<file path="src/rtl/encoder_mmio_pkg.sv">
// Shared definitions for the encoder register block: word addresses,
// CTRL field positions and DELTA saturation limits.
package encoder_mmio_pkg;

  localparam logic [1:0] ADDR_VALUE  = 2'd0;
  localparam logic [1:0] ADDR_DELTA  = 2'd1;
  localparam logic [1:0] ADDR_CTRL   = 2'd2;
  localparam logic [1:0] ADDR_TSTAMP = 2'd3;

  localparam int CTRL_IRQ_EN_BIT  = 0;
  localparam int CTRL_PENDING_BIT = 1;
  localparam int CTRL_THR_LSB     = 8;
  localparam int CTRL_THR_MSB     = 15;

  localparam logic [15:0] DELTA_MAX = 16'h7FFF;
  localparam logic [15:0] DELTA_MIN = 16'h8000;
  localparam logic [14:0] MAG_MAX   = 15'h7FFF;

  // CTRL register as seen on a read
  typedef struct packed {
    logic [7:0] threshold;
    logic [5:0] rsvd;
    logic       pending;
    logic       irq_en;
  } ctrl_t;

endpackage

</file>
<file path="src/rtl/encoder_mmio_delta_sat.sv">
// Saturating signed difference a-b. The 17-bit difference is clamped to the
// 16-bit signed range; mag is |res| with the most negative value folded to
// the largest positive magnitude so it fits in 15 bits.
module delta_sat
  import encoder_mmio_pkg::*;
(
  input  logic [15:0] a,
  input  logic [15:0] b,
  output logic [15:0] res,
  output logic [14:0] mag
);

  logic [16:0] diff;

  assign diff = {a[15], a} - {b[15], b};

  // Overflow shows up as the two top bits of the 17-bit difference disagreeing
  always_comb begin
    res = diff[15:0];
    if (diff[16] != diff[15]) begin
      res = diff[16] ? DELTA_MIN : DELTA_MAX;
    end
  end

  // Magnitude of the clamped result
  always_comb begin
    mag = res[14:0];
    if (res[15]) begin
      if (res == DELTA_MIN) begin
        mag = MAG_MAX;
      end else begin
        mag = (~res[14:0]) + 15'd1;
      end
    end
  end

endmodule

</file>
<file path="src/rtl/encoder_mmio.sv">
// CPU register block in front of one rotary encoder: live value and preset,
// saturating delta-since-last-read, change-threshold pending flag and level
// IRQ. Optional timestamp capture on encoder change is built in when
// ENCODER_MMIO_TIMESTAMP_EN is defined; otherwise address 3 reads zero.
module encoder_mmio
  import encoder_mmio_pkg::*;
#(
  parameter int THRESH_RESET = 1,
  parameter int TS_WIDTH     = 16
) (
  input  logic        clk,
  input  logic        rst_n,
  input  logic        sel,
  input  logic [1:0]  addr,
  input  logic [1:0]  we,
  input  logic [15:0] din,
  output logic [15:0] dout,
  output logic        ready,
  input  logic [15:0] enc_q,
  output logic [1:0]  enc_we,
  output logic [15:0] enc_din,
  output logic        irq
);

  logic [15:0] snapshot;
  logic        pending;
  logic        irq_en;
  logic [7:0]  threshold;
  logic        resync;

  logic [15:0] delta;
  logic [14:0] delta_mag;
  logic [7:0]  thr_eff;
  logic [15:0] ts_rd;
  logic [15:0] rdata;
  ctrl_t       ctrl_rd;

  logic rd_acc, wr_acc, value_wr, delta_rd, ctrl_wr, w1c, set_cond;

  delta_sat u_delta_sat (
    .a   (enc_q),
    .b   (snapshot),
    .res (delta),
    .mag (delta_mag)
  );

  assign rd_acc   = sel & (we == 2'b00);
  assign wr_acc   = sel & (we != 2'b00);
  assign value_wr = wr_acc & (addr == ADDR_VALUE);
  assign delta_rd = rd_acc & (addr == ADDR_DELTA);
  assign ctrl_wr  = wr_acc & (addr == ADDR_CTRL);
  assign w1c      = ctrl_wr & we[0] & din[CTRL_PENDING_BIT];

  // A zero threshold behaves as one so a still encoder never raises pending
  assign thr_eff  = (threshold == 8'd0) ? 8'd1 : threshold;
  // No set while a preset is landing: the snapshot is stale until resync completes
  assign set_cond = ~resync & ~value_wr & (delta_mag >= {7'd0, thr_eff});

  // Preset port passes straight through so the encoder captures it this cycle
  always_comb begin
    enc_we  = value_wr ? we : 2'b00;
    enc_din = din;
  end

`ifdef ENCODER_MMIO_TIMESTAMP_EN
  logic [TS_WIDTH-1:0] ts_cnt;
  logic [TS_WIDTH-1:0] ts_latch;
  logic [15:0]         enc_prev;
  logic                enc_chg;

  // Free-running counter; latch it one cycle after the registered change detect
  always_ff @(posedge clk) begin
    if (!rst_n) begin
      ts_cnt   <= '0;
      ts_latch <= '0;
      enc_prev <= '0;
      enc_chg  <= 1'b0;
    end else begin
      ts_cnt   <= ts_cnt + TS_WIDTH'(1);
      enc_prev <= enc_q;
      enc_chg  <= (enc_q != enc_prev);
      if (enc_chg) begin
        ts_latch <= ts_cnt;
      end
    end
  end

  assign ts_rd = 16'(ts_latch);
`else
  logic [TS_WIDTH-1:0] ts_zero;

  assign ts_zero = '0;
  assign ts_rd   = 16'(ts_zero);
`endif

  // Read mux
  always_comb begin
    ctrl_rd           = '0;
    ctrl_rd.threshold = threshold;
    ctrl_rd.pending   = pending;
    ctrl_rd.irq_en    = irq_en;
    rdata             = '0;
    case (addr)
      ADDR_VALUE:  rdata = enc_q;
      ADDR_DELTA:  rdata = delta;
      ADDR_CTRL:   rdata = ctrl_rd;
      ADDR_TSTAMP: rdata = ts_rd;
      default:     rdata = '0;
    endcase
  end

  // Bus response: ready follows sel by one cycle, dout loads only on reads
  always_ff @(posedge clk) begin
    if (!rst_n) begin
      ready <= 1'b0;
      dout  <= '0;
    end else begin
      ready <= sel;
      if (rd_acc) begin
        dout <= rdata;
      end
    end
  end

  // CTRL writable fields, byte enables honoured
  always_ff @(posedge clk) begin
    if (!rst_n) begin
      irq_en    <= 1'b0;
      threshold <= 8'(THRESH_RESET);
    end else if (ctrl_wr) begin
      if (we[0]) begin
        irq_en <= din[CTRL_IRQ_EN_BIT];
      end
      if (we[1]) begin
        threshold <= din[CTRL_THR_MSB:CTRL_THR_LSB];
      end
    end
  end

  // Pending: DELTA read clears and wins, then a threshold hit, then W1C
  always_ff @(posedge clk) begin
    if (!rst_n) begin
      pending <= 1'b0;
    end else if (delta_rd) begin
      pending <= 1'b0;
    end else if (set_cond) begin
      pending <= 1'b1;
    end else if (w1c) begin
      pending <= 1'b0;
    end
  end

  // Snapshot follows enc_q on a DELTA read and the cycle after a preset
  always_ff @(posedge clk) begin
    if (!rst_n) begin
      snapshot <= '0;
      resync   <= 1'b0;
    end else begin
      resync <= value_wr;
      if (delta_rd || resync) begin
        snapshot <= enc_q;
      end
    end
  end

  // Registered level interrupt
  always_ff @(posedge clk) begin
    if (!rst_n) begin
      irq <= 1'b0;
    end else begin
      irq <= irq_en & pending;
    end
  end

endmodule
</file>
<file path="config.mk">
export PLATFORM = sky130hd
export DESIGN_NAME = encoder_mmio
export DESIGN_NICKNAME = d
export VERILOG_FILES = /design/src/rtl/encoder_mmio_pkg.sv /design/src/rtl/encoder_mmio_delta_sat.sv /design/src/rtl/encoder_mmio.sv
export SDC_FILE = /design/constraint.sdc
export NUM_CORES = 1
export LEC_CHECK = 0
export ABC_AREA = 1
export CAP_MARGIN = 10
export CORE_MARGIN = 4
export CORE_UTILIZATION = 38
export DETAILED_ROUTE_END_ITERATION = 10
export SYNTH_ARGS = -nofsm -noshare
export SYNTH_HDL_FRONTEND = slang
export SYNTH_SLANG_ARGS = --single-unit
export TNS_END_PERCENT = 10
</file>
<file path="constraint.sdc">
create_clock -name clk -period 10.7 [get_ports clk]
set_clock_uncertainty 0.15 [all_clocks]
set_input_delay 2.14 -clock clk [delete_from_list [all_inputs] [get_ports clk]]
set_output_delay 2.14 -clock clk [all_outputs]
set_load 0.01 [all_outputs]
</file>
==> results of run 1 <==
==> metrics by stage <==
step                       util  worst slack, ns  area, um2  total power, mW
after floorplan               -             4.39       3750            0.379
after global placement    0.451             3.43       4370            0.450
after detailed placement  0.451             3.25       4370            0.450
after CTS                 0.461             3.58       4470            0.568
after global routing      0.461             3.08       4470            0.613
final                     0.461             3.60       4470            0.565
==> path summary, 6_finish.rpt <==
kind                               endpoint  slack (ns)  cells past startpoint
worst max register to register      pending        5.67                     36
worst max-delay path                pending        3.60                     38
worst min register to register  snapshot[6]        0.31                      2
worst min-delay path            snapshot[6]        0.31                      2
==> where the power goes <==
group	leakage [nW]	switching [mW]	internal (mW)
combinational	1.64	0.173	0.0972
sequential	0.367	0.00328	0.174
clock	0.0512	0.0642	0.0525
==> sequential cells by signal, summed over array words and instances (netlist names) <==
name       cells
threshold      8
resync         1
pending        1
dout          16
snapshot      16
irq_en         1
ready          1
irq            1
==> tightest hold or removal path: cells and delay by family, from the launching register on <==
kind | cells | cell delay [ns]
AOI/OAI and AO/OA | 1 | 0.05
buffers and inverters | 1 | 0.06
DFF | 1 | 0.31
==> area by class of cell <==
cell class,instances,area [um2]
clock buffers,6,82.6
clock inverters,2,13.8
fillers,1036,5220
inverters,88,330
multi-input cells,423,2320
flip-flops and latches,45,901
well taps,133,166
repair buffers,66,651
==> cell usage in the layout (no fill, tap or decap), drive strengths merged <==
| master | Yosys | layout |
|---|---|---|
| a211oi | 1 | 1 |
| a21boi | 1 | 1 |
| a21oi | 57 | 57 |
| a31oi | 17 | 17 |
| a41o | 1 | 1 |
| and2 | 1 | 1 |
| buf | 18 | 4 |
| clkbuf | 14 | 6 |
| clkdlybuf4s50 | 0 | 62 |
| clkinv | 1 | 3 |
| dfxtp | 45 | 45 |
| fa | 1 | 1 |
| ha | 25 | 25 |
| inv | 87 | 87 |
| nand2 | 173 | 173 |
| nand3 | 43 | 43 |
| nand4 | 4 | 4 |
| nor2 | 36 | 36 |
| nor3 | 5 | 5 |
| nor4 | 1 | 1 |
| o21ai | 44 | 44 |
| o21bai | 1 | 1 |
| xnor2 | 4 | 4 |
| xor2 | 8 | 8 |
==> cells by family after synthesis <==
logic type,synth area share
simple gates,0.320
compound gates,0.182
buf+inv,0.141
flops,0.240
fa+ha+maj,0.0887
xor+xnor,0.0280
==> layer usage <==
| metal | routed length [um] | track usage | vias to the layer above |
|---|---|---|---|
| met2 | 5030 | 0.320 | 78 |
| met1 | 5420 | 0.271 | 1712 |
| met3 | 399 | 0.0228 | 13 |
| met4 | 236 | 0.0550 | 0 |
| met5 | 0 | 0 | - |
| li1 | - | - | 1968 |
==> metrics.md, run 1 <==
| Metric | Value |
|---|---|
| Hold Startpoint | snapshot[6] |
| Ports | 75 |
| Startpoint Class | input port |
| # diodes | 0 |
| Die footprint | 0.0115 mm2 |
| Fin crit period | 7.10 ns |
| Die Y-Extent | 107 um |
| Headroom to the max-slew limit | 0.475 |
| Routed vias/inst | 4.94 |
| CTS max path bufs | 2 |
| Max stage delay on crit path | a little under 0.5 ns |
| Critical path arrival | 7.15 ns |
| Core area | roughly 0.0097 mm2 |
| Via count | ~3800 |
| Starting DRT DRC Count | 253 |
| #FFs+latches synth | 45 |
| Sequential share of the synthesized area | 0.240 |
| Post-synth EDFFs | 0 |
| Synthesis Warnings | 0 |
| Initial core utilization | 0.387 |
| Share of the synthesized area in the top cell type | 0.240 |
| Area leader, netlist | dfxtp_1 |
| Post-Syn Area | 0.00375 mm2 |
| Placed wire-length estimate | slightly below 9000 um |
| DIE WIDTH | 107 um |
| Antenna-violating nets left | 0 |
| VDD IR max | 0.0596 mV |
| CP Capture Type | flop |
| Final hold violation count | 0 |
| Pwr dens | 126 mW/mm2 |
| Total CTS buffers | 5 |
| # hold bufs at CTS | 0 |
| CTS clk-pin slew, worst paths | 0.09 ns |
| Detailed Routing Iterations Pass 1 | 4 |
| Buffers added on ports | 62 |
| Final nets | 694 |
| Worst slew pin tran | 0.785 ns |
| Pin count of the biggest net entering global routing | 39 |
| CP delay by family, top | simple AND/OR/NAND/NOR gates |
| Setup TNS | 0 ns |
| Post-synthesis cell count | 588 |
| HP Class | flop to flop |
| Non-filler cells, final | 763 |
| Final period utilization | 0.663 |
| Initial antenna violation count | 0 |
| Max Freq | 0.141 GHz |
| Count leader, synth | nand2_1 |
| H-tree levels | 2 |
| Launch point of the worst reg-to-reg path | snapshot[0] |
| Fin. max-slew vios | 0 |
| Post_cts resized | 0 |
| Required time worst endpoint | 10.75 ns |
| Unrepaired setup endpoints after global routing | false |
| TritonCTS clock tree | done |
| Share of synthesized registers carrying an async set or reset | 0 |
| Commonest cells in the netlist | nand2_1, inv_1, a21oi_1, dfxtp_1, o21ai_0 |
| Clock sinks | 45 |
| GP Congestion | about 0.9 |
| Post-Syn Nets | 653 |
| WL/cell | ~15 um |
| CP Class | input port to flop |
| Worst skew pair latency | 0.31 ns |
| WP buf/inv | 5 |
| Max Cap Violations | 0 |
| Fin Hold WS | about 0.31 ns |
| Top FF cell, synth | dfxtp_1 |
| Clock root cell | clkbuf_8 |
| Status | complete, no violations |
| Residual DRC count | 0 |
| Leakage | 2.05 nW |
| Syn_area_per_cell | 6.38 um2 |
| Share of layout cells above drive strength 1 | 0.0794 |
| Synth top area cells | dfxtp_1, nand2_1, ha_1, inv_1, a21oi_1 |
| Netlist cell types | 37 |
| Routed wire length | 11100 um |
| Worst-path maximum fanout | 18 |
| Area Overhead vs Synth | 19.0% |
| Post-Place Cells | 755 |
| Total GRT Usage | 0.196 |
| First-pass GRT wire length | between 15000 and 20000 um |
| Vias in the first global route | 3594 |
| Total gr overflow | 0 |
| # rows | 36 |
| Setup Viol. Count Final | 0 |
| Setup Buffers After CTS | 0 |
| Slowest CP cell | clkdlybuf4s50_1 |
| CP Launch Point | enc_q[0] |
No activity file was read; power rests on OpenSTA's default activity.
==> run 2: changes to the inputs <==
Clock period 10.7 ns to 6.1 ns, I/O delays scaled along.
==> run 2 against run 1 <==
  * Worst setup slack lost 3.2 ns
  * Clock power grew 72%
  * Sequential cell count is the same
  * Hold slack gained 0.0055 ns
  * Register-to-register slack worse by 4.3 ns
  * Utilization rose by 2.2 points
  * Sequential power is 75% higher
  * Via count rose by 1.0%
  * Clock-buffer cell count is 1 lower
  * Non-clock buffer count up 12
  * Final cell count rose by 1.6%
  * Sequential share of layout area decreased by 0.93 points
==> metrics.md, run 2 (synthesis results as in run 1) <==
| Metric | Value |
|---|---|
| Routed vias/inst | 4.91 (-0.56%) |
| Buffers added on ports | 62 (unchanged) |
| Slowest CP cell | clkdlybuf4s50_1 |
| Antenna-violating nets left | 0 (unchanged) |
| # diodes | 0 (unchanged) |
| Worst skew pair latency | 0.30 ns (about the same) |
| Hold EP | snapshot[12] |
| Fill cells | 996 (-3.9%) |
| Ports | 75 (unchanged) |
| CP Class | input port to flop |
| Final hold violation count | 0 (unchanged) |
| Setup ws final | 0.398 ns (-3.20 ns) |
| Worst-path maximum fanout | 7 (-11) |
| H-tree levels | 2 (unchanged) |
| Post-Place Cells | 767 (+1.6%) |
| TritonCTS clock tree | done |
| Fin Hold WS | 0.313 ns (+0.00545 ns) |
| Worst reg-to-reg setup slack | 1.40 ns (-4.27 ns) |
| Initial core utilization | 0.387 (unchanged) |
| CP Capture Type | flop |
| Placed wire-length estimate | 8930 um (+1.4%) |
| Footprint of the multi-input gates | 0.00244 mm2 (+5.1%) |
| Fin crit period | 5.70 ns |
| Util after Layout | 0.484 (+0.0224) |
| Worst slew pin tran | 0.860 ns (+0.0749 ns) |
| Status | complete, no violations |
| Starting DRT DRC Count | 155 (-39%) |
| Pwr dens | 216 mW/mm2 (+71%) |
| HP Class | flop to flop |
| Final non-filler cell area | 0.00468 mm2 (+4.8%) |
| Most common cell after layout, fill and taps aside | nand2_1 |
| Reg2Reg Depth | 35 (-2.8%) |
| First-pass GRT wire length | 18300 um (+1.5%) |
| Die Y-Extent | 107 um (unchanged) |
| CTS max path bufs | 2 (unchanged) |
| Setup Viol. Count Final | 0 (unchanged) |
| Final period utilization | 0.935 |
| R2R Path End | pending |
| Hold Startpoint | snapshot[12] |
| Max Freq | around 0.18 GHz |
| CP delay by family, top | simple AND/OR/NAND/NOR gates |
| Seq. cell area | 901 um2 (unchanged) |
| Max Cap Violations | 0 (unchanged) |
| Clock root cell | clkbuf_8 |
| CTS clk-pin slew, worst paths | 0.10 ns (about the same) |
| # rows | 36 (unchanged) |
| Cell area after placement | 0.00446 mm2 (+2.1%) |
| Leakage | 2.14 nW (+4.1%) |
| Non-filler cells, final | 775 (+1.6%) |
| Area Overhead vs Synth | 24.8% |
| Clock sinks | 45 (unchanged) |
| Detailed Routing Iterations Pass 1 | 4 (unchanged) |
| # hold bufs at CTS | 0 (unchanged) |
| Share of layout cells above drive strength 1 | 0.120 (+0.0406) |
| Vias in the first global route | 3679 (+2.4%) |
| Routed wire length | 11200 um (+0.84%) |
| WP buf/inv | 4 (-1) |
| Initial antenna violation count | 0 (unchanged) |
| Total gr overflow | 0 (unchanged) |
| Leading registers by flop count | dout x16, snapshot x16, threshold x8 |
| Final nets | 706 (+1.7%) |
| Total CTS buffers | 5 (unchanged) |
| Pin count of the biggest net entering global routing | 39 (unchanged) |
| Headroom to the max-slew limit | 0.424 (-0.0501) |
| WL/cell | 14.4 um (-0.72%) |
| DIE WIDTH | 107 um (unchanged) |
| Most frequent cells in the layout | nand2_1, inv_1, clkdlybuf4s50_1 |
| Setup Buffers After CTS | 0 (unchanged) |
| Required time worst endpoint | 6.15 ns (-4.60 ns) |
| Hold Path Depth | 2 (unchanged) |
| Critical path arrival | 5.75 ns (-1.40 ns) |
| Max stage delay on crit path | 0.50 ns (about the same) |
| Core area | 0.00968 mm2 (unchanged) |
| Residual DRC count | 0 (unchanged) |
| Total GRT Usage | 0.198 (+0.00254) |
| Dpl ws | -0.161 ns (-3.41 ns) |
| Launch point of the worst reg-to-reg path | snapshot[0] |
| Startpoint Class | input port |
| GP Congestion | 0.877 (-3.0%) |
| VDD IR max | 0.117 mV (+96%) |
| Fin. max-slew vios | 0 (unchanged) |
| Die footprint | 0.0115 mm2 (unchanged) |
| Via count | 3809 (+1.0%) |
==> run 2: cell types whose count changed in the layout (fill, tap and decap cells not counted), moves of 2 or more <==
cell             delta
a21oi_1             -2
buf_4              +11
clkdlybuf4s50_1     -3
dlymetal6s2s_1      +3
ha_1               -10
ha_2                +3
ha_4                +7
o21ai_0             -2
o21ai_1             +2
==> run 2: area by class of cell <==
cell class | instances | area share
inverters | 88 | 0.0705
well taps | 133 | 0.0355
clock buffers | 5 | 0.0147
repair buffers | 78 | 0.161
flip-flops and latches | 45 | 0.192
clock inverters | 3 | 0.00534
multi-input cells | 423 | 0.521
==> run 2: tightest hold or removal path: stages (launching register included) <==
cell and delay, ns:
dfxtp_1 0.31, inv_1 0.06, a21oi_1 0.06
==> run 2: power breakdown <==
group          internal, mW  switching, mW
Clock                0.0830          0.118
Sequential            0.306        0.00588
Combinational         0.194          0.303
==> run 2: worst max path at each step <==
stage                        start      end  slack, ns  depth (start not counted)
after detailed placement  enc_q[0]  pending      -0.16                         37
final                     enc_q[1]  pending       0.40                         36
after floorplan           enc_q[0]  pending       0.71                         37
after global routing      enc_q[1]  pending      -0.05                         36
after CTS                 enc_q[0]  pending       0.17                         37
after global placement    enc_q[0]  pending       0.03                         37
==> run 2: repair_timing <==
action | CTS | global route
setup endpoints to repair | 0 | 1
hold endpoints to repair | 0 | 0
resized for setup | 0 | 23
==> run 2: per-layer routing <==
metal	track usage	vias to the layer above	share of wire
li1	-	1993	-
met1	0.275	1728	0.48
met2	0.335	78	0.47
met3	0.0162	10	0.036
met4	0.0433	0	0.016
met5	0	-	0
==> run 2: through the flow <==
stage | setup TNS (ns) | total power, mW
finish | 0 | 1.01
detailed placement | -0.161 | 0.797
CTS | 0 | 1.00
global route | -0.0473 | 1.10
floorplan | 0 | 0.664
global placement | 0 | 0.794
==> run 3: changes to the inputs <==
--- a/config.mk
+++ b/config.mk
@@ -12,2 +12,3 @@
 export DETAILED_ROUTE_END_ITERATION = 10
+export REMOVE_ABC_BUFFERS = 1
 export SYNTH_ARGS = -nofsm -noshare
--- a/constraint.sdc
+++ b/constraint.sdc
@@ -4,2 +4,2 @@
 set_output_delay 1.22 -clock clk [all_outputs]
-set_load 0.01 [all_outputs]
+set_load 0.005 [all_outputs]
==> run 3 against run 2 <==
  * Wire length decreased by 4.8%
  * Sequential share of layout area is 0.22 points higher
  * Die area is the same
  * Maximum frequency is 0.62% higher
  * Hold slack got worse by 0.0040 ns
  * Clock-buffer cell count unchanged
  * Global-route usage shrank 0.70 points
  * Via count decreased by 0.39%
  * Clock power fell by 9%
  * Non-clock buffer count rose by 8
  * Critical endpoint unchanged
  * Largest cell class unchanged
==> metrics.md, run 3 (synthesis results as in run 1) <==
| Metric | Value |
|---|---|
| TritonCTS clock tree | done |
| Fill cells | 1041 (+4.5%) |
| Area Overhead vs Synth | 23.4% |
| # diodes | 0 (unchanged) |
| Most frequent cells in the layout | nand2_1, inv_1, clkdlybuf4s50_1 |
| Non-filler cells, final | 781 (+0.77%) |
| WL/cell | 13.6 um (-5.5%) |
| Share of layout cells above drive strength 1 | 0.120 (+0.000433) |
| Leading registers by flop count | dout x16, snapshot x16, threshold x8 |
| Most common cell after layout, fill and taps aside | nand2_1 |
| Total gr overflow | 0 (unchanged) |
| Max stage delay on crit path | 0.50 ns (about the same) |
| Fin. max-slew vios | 0 (unchanged) |
| Final hold violation count | 0 (unchanged) |
| Vias in the first global route | 3785 (+2.9%) |
| Starting DRT DRC Count | 146 (-5.8%) |
| Hold Path Depth | 2 (unchanged) |
| Required time worst endpoint | 6.14 ns (about the same) |
| Core area | 0.00968 mm2 (unchanged) |
| Residual DRC count | 0 (unchanged) |
| Seq. cell area | 901 um2 (unchanged) |
| Grt met3 use | 0.0330 (+0.0168) |
| CTS max path bufs | 2 (unchanged) |
| Final period utilization | 0.929 (-0.00571) |
| Via count | 3794 (-0.39%) |
| # rows | 36 (unchanged) |
| Startpoint Class | input port |
| Detailed Routing Iterations Pass 1 | 4 (unchanged) |
| CP Class | input port to flop |
| Fin crit period | 5.67 ns (-0.0349 ns) |
| Setup Viol. Count Final | 0 (unchanged) |
| HP Class | flop to flop |
| Worst skew pair latency | 0.30 ns (about the same) |
| CTS clk-pin slew, worst paths | 0.09 ns (about the same) |
| Ports | 75 (unchanged) |
| DIE WIDTH | 107 um (unchanged) |
| Worst slew pin tran | 0.872 ns (+0.0114 ns) |
| H-tree levels | 2 (unchanged) |
| Buffers added on ports | 62 (unchanged) |
| GR Util met2 | 0.312 (-0.0228) |
| Total GRT Usage | 0.191 (-0.00702) |
| Placed wire-length estimate | 8460 um (-5.3%) |
| First-pass GRT wire length | 17900 um (-2.3%) |
| Max Cap Violations | 0 (unchanged) |
| Setup TNS | 0 ns (unchanged) |
| Antenna-violating nets left | 0 (unchanged) |
| Die Y-Extent | 107 um (unchanged) |
| Clock root cell | clkbuf_8 |
| Routed vias/inst | 4.86 (-1.2%) |
| Leakage | 2.14 nW (about the same) |
| Routed wire length | 10600 um (-4.8%) |
| # hold bufs at CTS | 0 (unchanged) |
| Die footprint | 0.0115 mm2 (unchanged) |
| Headroom to the max-slew limit | 0.417 (-0.00765) |
| Reg2Reg Depth | 33 (-5.7%) |
| Hold EP | snapshot[2] |
| Launch point of the worst reg-to-reg path | snapshot[10] |
| VDD IR max | 0.103 mV (-12%) |
| Pin count of the biggest net entering global routing | 39 (unchanged) |
| Critical path arrival | 5.71 ns (-0.04 ns) |
| Total CTS buffers | 5 (unchanged) |
| M1 GR Usage | 0.266 (-0.00908) |
| Fin Hold WS | 0.309 ns (-0.00400 ns) |
| Max Freq | 0.176 GHz (+0.62%) |
| R2R Path End | pending |
| CP Capture Type | flop |
| Pwr dens | 216 mW/mm2 (+0.32%) |
| Post-Place Cells | 775 (+1.0%) |
| Slowest CP cell | clkdlybuf4s50_1 |
| CP Launch Point | enc_q[0] |
| Footprint of the multi-input gates | 0.00236 mm2 (-3.4%) |
| Clock sinks | 45 (unchanged) |
| Hold Startpoint | snapshot[2] |
| GP Congestion | 0.895 (+2.0%) |
| Most used cell, CP | nand2_1 |
| Final nets | 714 (+1.1%) |
| Top Usage Layer GRT | met2 |
| Worst reg-to-reg setup slack | 1.55 ns (+0.15 ns) |
| Worst-path maximum fanout | 3 (-4) |
| Status | complete, no violations |
| Initial antenna violation count | 0 (unchanged) |
| Initial core utilization | 0.387 (unchanged) |
==> run 3: metrics by stage <==
step	total power, mW	utilization	setup slack (ns)	instance area, um2
floorplan	0.642	-	0.680	3550
global placement	0.810	0.467	0.209	4530
detailed placement	0.810	0.467	-0.0263	4530
CTS	0.997	0.475	0.292	4600
global route	1.10	0.478	-0.0435	4630
finish	1.00	0.478	0.433	4630
==> run 3: area by class of cell <==
cell class                      count  area share
Sequential cell                    45       0.195
Clock inverter                      1     0.00108
Multi-Input combinational cell    423       0.509
Clock buffer                        5      0.0149
Tap cell                          133      0.0359
Inverter                           88      0.0714
Timing Repair Buffer               86       0.173
==> run 3: what timing repair did <==
| item | CTS | global route |
|---|---|---|
| endpoints found under the setup margin | 0 | 1 |
| resized for setup | 0 | 12 |
| buffers inserted | 0 | 0 |
==> run 3: layer usage <==
layer  part of all wire  vias up
li1                   -     2004
met1               0.50     1699
met2               0.44       84
met3              0.050        7
met4             0.0085        0
met5                  0        -
==> run 3: worst max-delay path: cells and delay by family <==
kind,cells,cell delay [ns]
compound gates,8,0.98
fa+ha+maj,4,1.03
buf+inv,4,0.69
simple gates,21,1.79
==> run 3: where the power goes <==
group | switching, mW | internal, mW
Clock | 0.106 | 0.0758
Combinational | 0.304 | 0.204
Sequential | 0.00599 | 0.306
Total | 0.416 | 0.586
==> run 3: worst max-delay path by stage <==
| stage | to | slack [ns] | cells past startpoint |
|---|---|---|---|
| after floorplan | pending | 0.68 | 37 |
| after global placement | pending | 0.21 | 38 |
| after detailed placement | pending | -0.03 | 37 |
| after CTS | pending | 0.29 | 37 |
| after global routing | pending | -0.04 | 37 |
| final | pending | 0.43 | 37 |
